**config.mk**
```make
export PLATFORM = sky130hd
export DESIGN_NAME = rtc_access_sched
export DESIGN_NICKNAME = d
export VERILOG_FILES = /design/src/rtl/rtc_access_sched.sv
export SDC_FILE = /design/constraint.sdc
export NUM_CORES = 1
export LEC_CHECK = 0
export CAP_MARGIN = 20
export CORE_MARGIN = 5
export CORE_UTILIZATION = 30
export DETAILED_ROUTE_END_ITERATION = 8
export HOLD_SLACK_MARGIN = 0.15
export RECOVER_POWER = 25
export SYNTH_ARGS = -nofsm -noshare
export SYNTH_HDL_FRONTEND = slang
export SYNTH_SLANG_ARGS = --single-unit
```
**constraint.sdc**
```tcl
create_clock -name clk -period 10.9 [get_ports clk]
set_input_delay 1.09 -clock clk [delete_from_list [all_inputs] [get_ports clk]]
set_output_delay 1.09 -clock clk [all_outputs]
set_load 0.05 [all_outputs]
```
**src/rtl/rtc_access_sched.sv**
```systemverilog
// rtc_access_sched: arbitrates DS1302 time-read and WP-wrapped time-write bursts over one byte-transfer engine,
// publishing an atomic 56-bit time snapshot.
module rtc_access_sched #(
    parameter int TIMEOUT = 4096
) (
    input  logic        clk,
    input  logic        rst,
    input  logic        rdReq,
    input  logic        wrReq,
    input  logic [55:0] wrData,
    output logic        xferStart,
    output logic [7:0]  xferCmd,
    output logic [7:0]  xferWrData,
    output logic        xferRead,
    input  logic        xferDone,
    input  logic [7:0]  xferRdData,
    output logic [55:0] rdData,
    output logic        rdValid,
    output logic        wrDone,
    output logic        err,
    output logic        busy
);
    localparam logic [2:0] IDLE = 3'd0, WP_OFF = 3'd1, WR_REG = 3'd2, WP_ON = 3'd3, RD_REG = 3'd4, CMPL = 3'd5;
    localparam logic [1:0] ISSUE = 2'd0, WAIT = 2'd1, GAP = 2'd2;
    localparam int CW = $clog2(TIMEOUT) + 1;

    logic [2:0]    state_q, state_d, idx_q, idx_d;
    logic [1:0]    ph_q, ph_d;
    logic [CW-1:0] cnt_q, cnt_d;
    logic          rd_pend_q, rd_pend_d, wr_pend_q, wr_pend_d;
    logic [55:0]   wr_shadow_q, wr_shadow_d, wr_work_q, wr_work_d, rd_buf_q, rd_buf_d, rd_data_q, rd_data_d;
    logic          rd_valid_q, rd_valid_d, wr_done_q, wr_done_d, err_q, err_d;
    logic          xfer_st, wp_st, rd_st;
    logic [7:0]    wr_byte;

    assign xfer_st    = state_q inside {WP_OFF, WR_REG, WP_ON, RD_REG};
    assign wp_st      = state_q == WP_OFF || state_q == WP_ON;
    assign rd_st      = state_q == RD_REG;
    assign wr_byte    = wr_work_q[{idx_q, 3'b000} +: 8];
    assign busy       = state_q != IDLE;
    assign xferStart  = xfer_st && ph_q == ISSUE;
    assign xferRead   = rd_st;
    assign xferCmd    = !xfer_st ? 8'h00 : wp_st ? 8'h8E : {4'h8, idx_q, rd_st};
    // The seconds byte carries the clock-halt bit; always write it cleared so the oscillator runs.
    assign xferWrData = state_q == WP_ON ? 8'h80 :
                        state_q != WR_REG ? 8'h00 :
                        idx_q == 3'd0 ? {1'b0, wr_byte[6:0]} : wr_byte;
    assign rdData     = rd_data_q;
    assign rdValid    = rd_valid_q;
    assign wrDone     = wr_done_q;
    assign err        = err_q;

    always_comb begin
        state_d     = state_q;
        ph_d        = ph_q;
        idx_d       = idx_q;
        cnt_d       = cnt_q + CW'(1);
        rd_pend_d   = rd_pend_q | rdReq;
        wr_pend_d   = wr_pend_q | wrReq;
        wr_shadow_d = wrReq ? wrData : wr_shadow_q;
        wr_work_d   = wr_work_q;
        rd_buf_d    = rd_buf_q;
        rd_data_d   = rd_data_q;
        rd_valid_d  = 1'b0;
        wr_done_d   = 1'b0;
        err_d       = 1'b0;
        case (state_q)
            IDLE: begin
                if (wr_pend_q) begin
                    state_d   = WP_OFF;
                    ph_d      = ISSUE;
                    idx_d     = 3'd0;
                    cnt_d     = '0;
                    wr_pend_d = wrReq;
                    wr_work_d = wr_shadow_q;
                end else if (rd_pend_q) begin
                    state_d   = RD_REG;
                    ph_d      = ISSUE;
                    idx_d     = 3'd0;
                    cnt_d     = '0;
                    rd_pend_d = rdReq;
                    rd_buf_d  = '0;
                end
            end
            CMPL: state_d = IDLE;
            default: begin
                case (ph_q)
                    ISSUE: ph_d = WAIT;
                    WAIT: begin
                        if (xferDone) begin
                            ph_d = GAP;
                            if (rd_st) rd_buf_d[{idx_q, 3'b000} +: 8] = xferRdData;
                        end else if (cnt_q == CW'(TIMEOUT - 1)) begin
                            err_d   = 1'b1;
                            state_d = IDLE;
                        end
                    end
                    default: begin
                        ph_d  = ISSUE;
                        cnt_d = '0;
                        idx_d = idx_q + 3'd1;
                        if (state_q == WP_OFF) begin
                            state_d = WR_REG;
                            idx_d   = 3'd0;
                        end else if (state_q == WP_ON) begin
                            state_d   = CMPL;
                            wr_done_d = 1'b1;
                        end else if (idx_q == 3'd6 && state_q == WR_REG) begin
                            state_d = WP_ON;
                            idx_d   = 3'd0;
                        end else if (idx_q == 3'd6) begin
                            state_d    = CMPL;
                            rd_valid_d = 1'b1;
                            rd_data_d  = rd_buf_q;
                        end
                    end
                endcase
            end
        endcase
    end

    always_ff @(posedge clk or posedge rst) begin
        if (rst) begin
            state_q     <= IDLE;
            ph_q        <= ISSUE;
            idx_q       <= '0;
            cnt_q       <= '0;
            rd_pend_q   <= 1'b0;
            wr_pend_q   <= 1'b0;
            wr_shadow_q <= '0;
            wr_work_q   <= '0;
            rd_buf_q    <= '0;
            rd_data_q   <= '0;
            rd_valid_q  <= 1'b0;
            wr_done_q   <= 1'b0;
            err_q       <= 1'b0;
        end else begin
            state_q     <= state_d;
            ph_q        <= ph_d;
            idx_q       <= idx_d;
            cnt_q       <= cnt_d;
            rd_pend_q   <= rd_pend_d;
            wr_pend_q   <= wr_pend_d;
            wr_shadow_q <= wr_shadow_d;
            wr_work_q   <= wr_work_d;
            rd_buf_q    <= rd_buf_d;
            rd_data_q   <= rd_data_d;
            rd_valid_q  <= rd_valid_d;
            wr_done_q   <= wr_done_d;
            err_q       <= err_d;
        end
    end
endmodule

```
==> results.md, run 1 <==
* Worst Setup SP: rst
* Top delay family on crit path: buffers and inverters
* IO Pins at ~150
* Simple logic cell fraction of the synthesized area at between 5 and 6%
* H-tree lvl count at 1
* Slowest-stage cell, CP: clkinvlp_2
* GP Congestion at 0.755
* Multiplexer share of the synthesized area at between 20% and 30%
* Xor-xnor portion of the synthesized cell area at under 10%
* Warnings from Yosys at 0
* Setup CP Type: in2async
* Synth Instances at between 700 and 800
* Compound-gate portion of the synthesized area at 7.82%
* Power Total at about 0.003 W
* Main synth FF type: dfrtp_1
* Syn Std Cell Area at a little over 10000 µm²
* Starting density of the core at 30.2%
* Via count at 6357
* # fillers at approximately 3300
* Tmin final at about 5100 ps
* Startpoint Class: primary input
* First-pass GRT wire length at roughly 38 mm
* Largest family of logic cells by synthesized area: multiplexers
* Critical path arrival at 5730 ps
* Slew @ Worst Pin at slightly above 5000 ps
* Seq/Total Area, Yosys at 60.4%
* Setup TNS at 0 ps
* Nets at 944
* Clock Pin Slew Worst Setup and Hold Paths at 50 ps
* HP Start: wr_work_q[16]$_DFFE_PP0P_
* DRC at 0
* WP data required at 11480 ps
* CTS tree: done
* Leak Pwr at ~5.6 nW
* Synth Register Bits at 250
* Clock insertion delay at the later pin of the skew report at approximately 540 ps
* Core region area at roughly 34000 µm²
* Relative slew slack at -240%
* Area fraction of the dominant cell type after synthesis at approximately 60%
* Multi-input logic area at about 3800 µm²
* Mean Syn Cell Area at 14.2 µm²
* Synth top area cells: dfrtp_1 (60%), mux2_2 (12%), mux2_1 (7.8%)
* Hold bufs inserted after CTS at 0
* Outcome: complete, but fails checks
* Die Wd at just under 200 µm
* Initial DRC Count at 355
* Total of max-cap violations at 2
* Reg2reg end: rd_buf_q[7]$_DFFE_PP0P_
* Synth area leader: dfrtp_1
* Largest net degree at the start of global routing at 115
* Critical path buffers and inverters at 4
* Worst Skew at 16.0 ps
* Worst Setup EP: rdData[21]$_DFFE_PP0P_
* Violated checks: capacitance limit, slew limit
* Crit end category: asynchronous set/reset pin
* Met3 WL post-DR at roughly 1.3 mm
* Distinct cell type count after synthesis at 56
* Crit. path cell count at 4
* Synth Area in Adders at 0.724%
* Fraction of registers with async set/reset at 100%
* R2R cell count at 6
* Detailed Route WL at roughly 24 mm
* Vias per Instance at between 4 and 5
* Worst R2R Start: idx_q[0]$_DFFE_PP0P_
* Clock Tree Buf Depth at 3
* Post-route ant nets at 0
* Row cnt at 68
* Layout cell share with drive strength beyond 1 at 19.9%
* Smallest hold slack at between 400 and 500 ps
* RSZ-0062 raised after global routing: no
* Initial antenna violation count at 0
* Achievable Freq at slightly below 0.2 GHz
* CTS Root Cell: clkbuf_16
* Reg area at approximately 6300 µm²
* PostCTS Resize Cnt at 0
* Most frequent cells in the layout: dfrtp_1 (250), clkdlybuf4s50_1 (141), mux2_2 (107)
* Max incr delay on CP at around 2800 ps
* CP Max Fanout at 114
* Worst vdd ir at around 0.00012 V
* Final Hold Fails at 0
* Critical path, cell by cell: dlygate4sd3_1 -> clkinvlp_2 -> buf_4 -> buf_4
* Final setup fails at 0
* Max-slew violation count at 173
* Period Utilization, post-route at between 40% and 50%
* I/O Buffers at approximately 140
* Final HPWL DP at 16.5 mm
* CTS Buf Count at 28
* Postcts setup bufs at 0
* Wl on met1 at around 11 mm
* Total Die Area at 38400 µm²
* Met2 Wirelength at roughly 11 mm
* Global route overflow at 0
* Most common cell after layout, fill and taps aside: dfrtp_1
* Register-to-register path setup slack at roughly 7500 ps
* Pwr dens at about 220 nW/µm²
* Hold crit path type: reg2reg
* Vias in the first global route at 6645
* # diodes at 0
* Top cell by count, worst path: buf_4
* Area grow syn2layout at 26.2%
* Drt wl/cell at between 15 and 20 µm
* DRT Pass-1 Iters at 5
* Top sig layer: met4
* Die height at 196 µm
* EDFF count, synth at 0
* All-layer global routing usage at approximately 12%
* Clock sink count at between 200 and 300
## worst min path at each step
stage | to | slack (ps) | cells past startpoint
2_1_floorplan | rd_buf_q[0]$_DFFE_PP0P_ | 450 | 1
3_3_place_gp | wr_work_q[16]$_DFFE_PP0P_ | 460 | 1
3_5_place_dp | wr_work_q[16]$_DFFE_PP0P_ | 470 | 1
4_1_cts | wr_work_q[16]$_DFFE_PP0P_ | 480 | 1
5_1_grt | wr_work_q[33]$_DFFE_PP0P_ | 500 | 1
6_report | wr_work_q[16]$_DFFE_PP0P_ | 480 | 1
## cell usage after synthesis, types with 3 or more instances
cell	n
xnor2_1	11
nor3_1	15
nand3_1	12
buf_4	7
nand2b_1	3
a21o_1	8
o2bb2ai_1	49
mux2_2	107
nor2b_1	7
a32o_1	8
dfrtp_1	250
nand4_1	4
mux4_2	8
a221oi_1	8
nor2_1	34
nand2_1	26
inv_1	11
buf_2	13
clkbuf_1	14
buf_6	8
mux2_1	72
o21ai_0	8
ha_1	6
## registers in the layout, summed over array words and instances (netlist names)
signal / flops
rd_pend_q: 1
wr_pend_q: 1
wrDone: 1
idx_q: 3
err: 1
wr_shadow_q: 56
rdData: 56
wr_work_q: 56
cnt_q: 13
ph_q: 2
state_q: 3
rd_buf_q: 56
rdValid: 1
## report_power, final
| group | switching (W) | internal, W | total, W |
|---|---|---|---|
| registers | 0.000134 | 0.00109 | 0.00122 |
| logic | 0.000445 | 0.000345 | 0.000790 |
| clock network | 0.000374 | 0.000537 | 0.000911 |
## cells by family after synthesis
logic type,Yosys count
mux,187
buf+inv,54
fa+ha+maj,6
other cells,1
flops,250
compound gates,98
xor+xnor,12
simple gates,121
## per-stage QoR
step                area [µm²]  cells  util [%]  setup slack, ps
finish                   13100   1343      38.1             5760
global route             13100   1343      38.1             4760
CTS                      13100   1342      38.1             5810
detailed placement       12200   1293      35.5             6400
global placement         12200   1292      35.5             6420
floorplan                10400    731         -             2940
## layout make-up
type	count	share of cell area (%)
multi-input cells	427	29.1
well taps	455	4.35
clock buffers	41	6.50
flip-flops and latches	250	47.8
inverters	12	0.354
clock inverters	8	0.363
repair buffers	150	11.5
## per-layer routing
layer  vias to the layer above  track usage [%]
met3                        26             2.56
met5                         -                0
met1                      3238             17.8
li1                       2936                -
met4                         0             2.46
met2                       157             19.6
Power figures use the tool's default switching activity.
==> run 2, diff against run 1 <==
clock period = 4.29 ns   (was 10.9 ns; I/O delays follow)
==> run 2 against run 1 <==
Against the previous run:
- the flow still finishes with violations (capacitance limit, slew limit)
- final cell count is essentially flat
- sequential cell count is the same
- critical path depth is the same
- utilization is essentially flat
- combinational power grew to 2.6 times the previous value
- first-iteration DRC count shrank 20%
==> results.md, run 2 (synthesis gave the netlist of run 1 again) <==
* Outcome: complete, but fails checks
* Violated checks: capacitance limit, slew limit
* Power share of the sequential group at roughly two fifths
* Sw frac at a little under a third
* Slew @ Worst Pin at slightly below 3000 ps
* # diodes at 0
* Clock Tree Buf Depth at 3
* Non-Filler Instances at ~1300
* IO Pins at approximately 150
* Drt wl/cell at about 18 µm
* All-layer global routing usage at about an eighth
* Clock insertion delay at the later pin of the skew report at approximately 520 ps
* PostCTS Resize Cnt at 0
* Area grow syn2layout at 26.2%
* DRT Pass-1 Iters at 4
* R2R cell count at 7
* Initial antenna violation count at 2
* Final setup fails at 0
* Setup CP Type: reg2out
* Total of max-cap violations at 3
* Max-slew violation count at between 300 and 400
* Register-to-register path setup slack at 1510 ps
* Postcts setup bufs at 0
* Sw Pwr at approximately 0.0024 W
* Placed Cells at 1295
* Relative slew slack at -92.3%
* Pwr dens at 573 nW/µm²
* GP Congestion at around 0.75
* Hold crit path type: in2reg
* Largest net degree at the start of global routing at 140
* Final Hold Fails at 0
* Die Wd at a little under 200 µm
* Starting density of the core at 30.2%
* Clock Pin Slew Worst Setup and Hold Paths at approximately 60 ps
* # fillers at roughly 3300
* Smallest hold slack at between 300 and 400 ps
* Hold Crit Depth at 2
* Worst vdd ir at 0.000369 V
* Post-route ant nets at 0
* Met2 Usage GRT at 19.8%
* Multi-input logic area at roughly 3800 µm²
* Critical path arrival at 3150 ps
* Vias per Instance at 4.74
* Vias in the first global route at ~6600
* Final HPWL DP at ~17 mm
* Initial DRC Count at roughly 280
* DRC at 0
* Most frequent cells in the layout: dfrtp_1 (250), clkdlybuf4s50_1 (140), mux2_2 (107)
* WP data required at ~3900 ps
* Die height at approximately 200 µm
* P_int at 0.00510 W
* Startpoint Class: flop
* Met1 GRT Util at ~17%
* Nets at about 940
* Hold bufs inserted after CTS at 0
* I/O Buffers at between 100 and 150
* RSZ-0062 raised after global routing: no
* Most common cell after layout, fill and taps aside: dfrtp_1
* Global route overflow at 0
* CTS Buf Count at 27
* Leak Pwr at roughly 5.6 nW
* Achievable Freq at 0.279 GHz
* Core region area at ~34000 µm²
* Comb power frac at between 20% and 30%
* Total Die Area at ~38000 µm²
* CTS tree: done
* Detailed Route WL at about 24 mm
* Row cnt at 68
* Layout cell share with drive strength beyond 1 at between 10% and 20%
* CP Max Fanout at 23
* Tmin final at 3580 ps
* Period Utilization, post-route at 83.4%
* Clock power share at a little under a third
* First-pass GRT wire length at 38.6 mm
* Met3 usage at 2.97%
* Clock sink count at between 200 and 300
* CTS Root Cell: clkbuf_16
* Top Usage Layer GRT: met2
* Crit end category: output pin
* H-tree lvl count at 1
* Setup TNS at 0 ps
* Via count at around 6400
* Reg area at 6260 µm²
* Worst Skew at approximately 12 ps
==> run 2: cell type report <==
cell class / count / area share (%)
Multi-Input combinational cell: 427 / 29.2
Clock buffer: 39 / 6.04
Sequential cell: 250 / 47.8
Tap cell: 455 / 4.35
Inverter: 12 / 0.354
Timing Repair Buffer: 151 / 11.3
Clock inverter: 8 / 0.909
==> run 2: routing by layer <==
layer / part of all wire (%) / routed length, µm
met5: 0.088 / 21
met4: 2.4 / 569
met3: 5.7 / 1370
met2: 46 / 11100
met1: 45 / 10900
==> run 2: worst paths after layout <==
kind                                       startpoint                           to
max reg2reg                      idx_q[1]$_DFFE_PP0P_      rd_buf_q[4]$_DFFE_PP0P_
max                              idx_q[1]$_DFFE_PP0P_                xferWrData[6]
min reg2reg                wr_shadow_q[7]$_DFFE_PP0P_     wr_work_q[7]$_DFFE_PP0P_
min in group asynchronous                         rst          ph_q[1]$_DFFE_PP0P_
min                                             wrReq  wr_shadow_q[55]$_DFFE_PP0P_
max in group asynchronous                         rst     rd_buf_q[45]$_DFFE_PP0P_
==> run 2: metrics by stage <==
step / setup WS (ps) / power, W / utilization, % / instance area [µm²]
2_1_floorplan: 573 / 0.00460 / - / 10400
3_3_place_gp: 1270 / 0.00516 / 35.6 / 12200
3_5_place_dp: 1210 / 0.00521 / 35.6 / 12200
4_1_cts: 637 / 0.00761 / 38.3 / 13100
5_1_grt: 466 / 0.00793 / 38.2 / 13100
6_report: 711 / 0.00750 / 38.2 / 13100
==> run 2: power by group through the flow <==
stage | clock network, W | logic (W) | registers [W]
4_1_cts | 0.00244 | 0.00206 | 0.00312
3_3_place_gp | 0 | 0.00201 | 0.00315
3_5_place_dp | 0 | 0.00206 | 0.00316
2_1_floorplan | 0 | 0.00163 | 0.00297
5_1_grt | 0.00253 | 0.00224 | 0.00316
6_report | 0.00236 | 0.00203 | 0.00311
==> run 2: critical path, stage by stage, from the launching register on <==
cell	delay [ps]
dfrtp_1	690
nor2_1	590
a221oi_1	200
nor3_1	280
clkdlybuf4s50_1	860
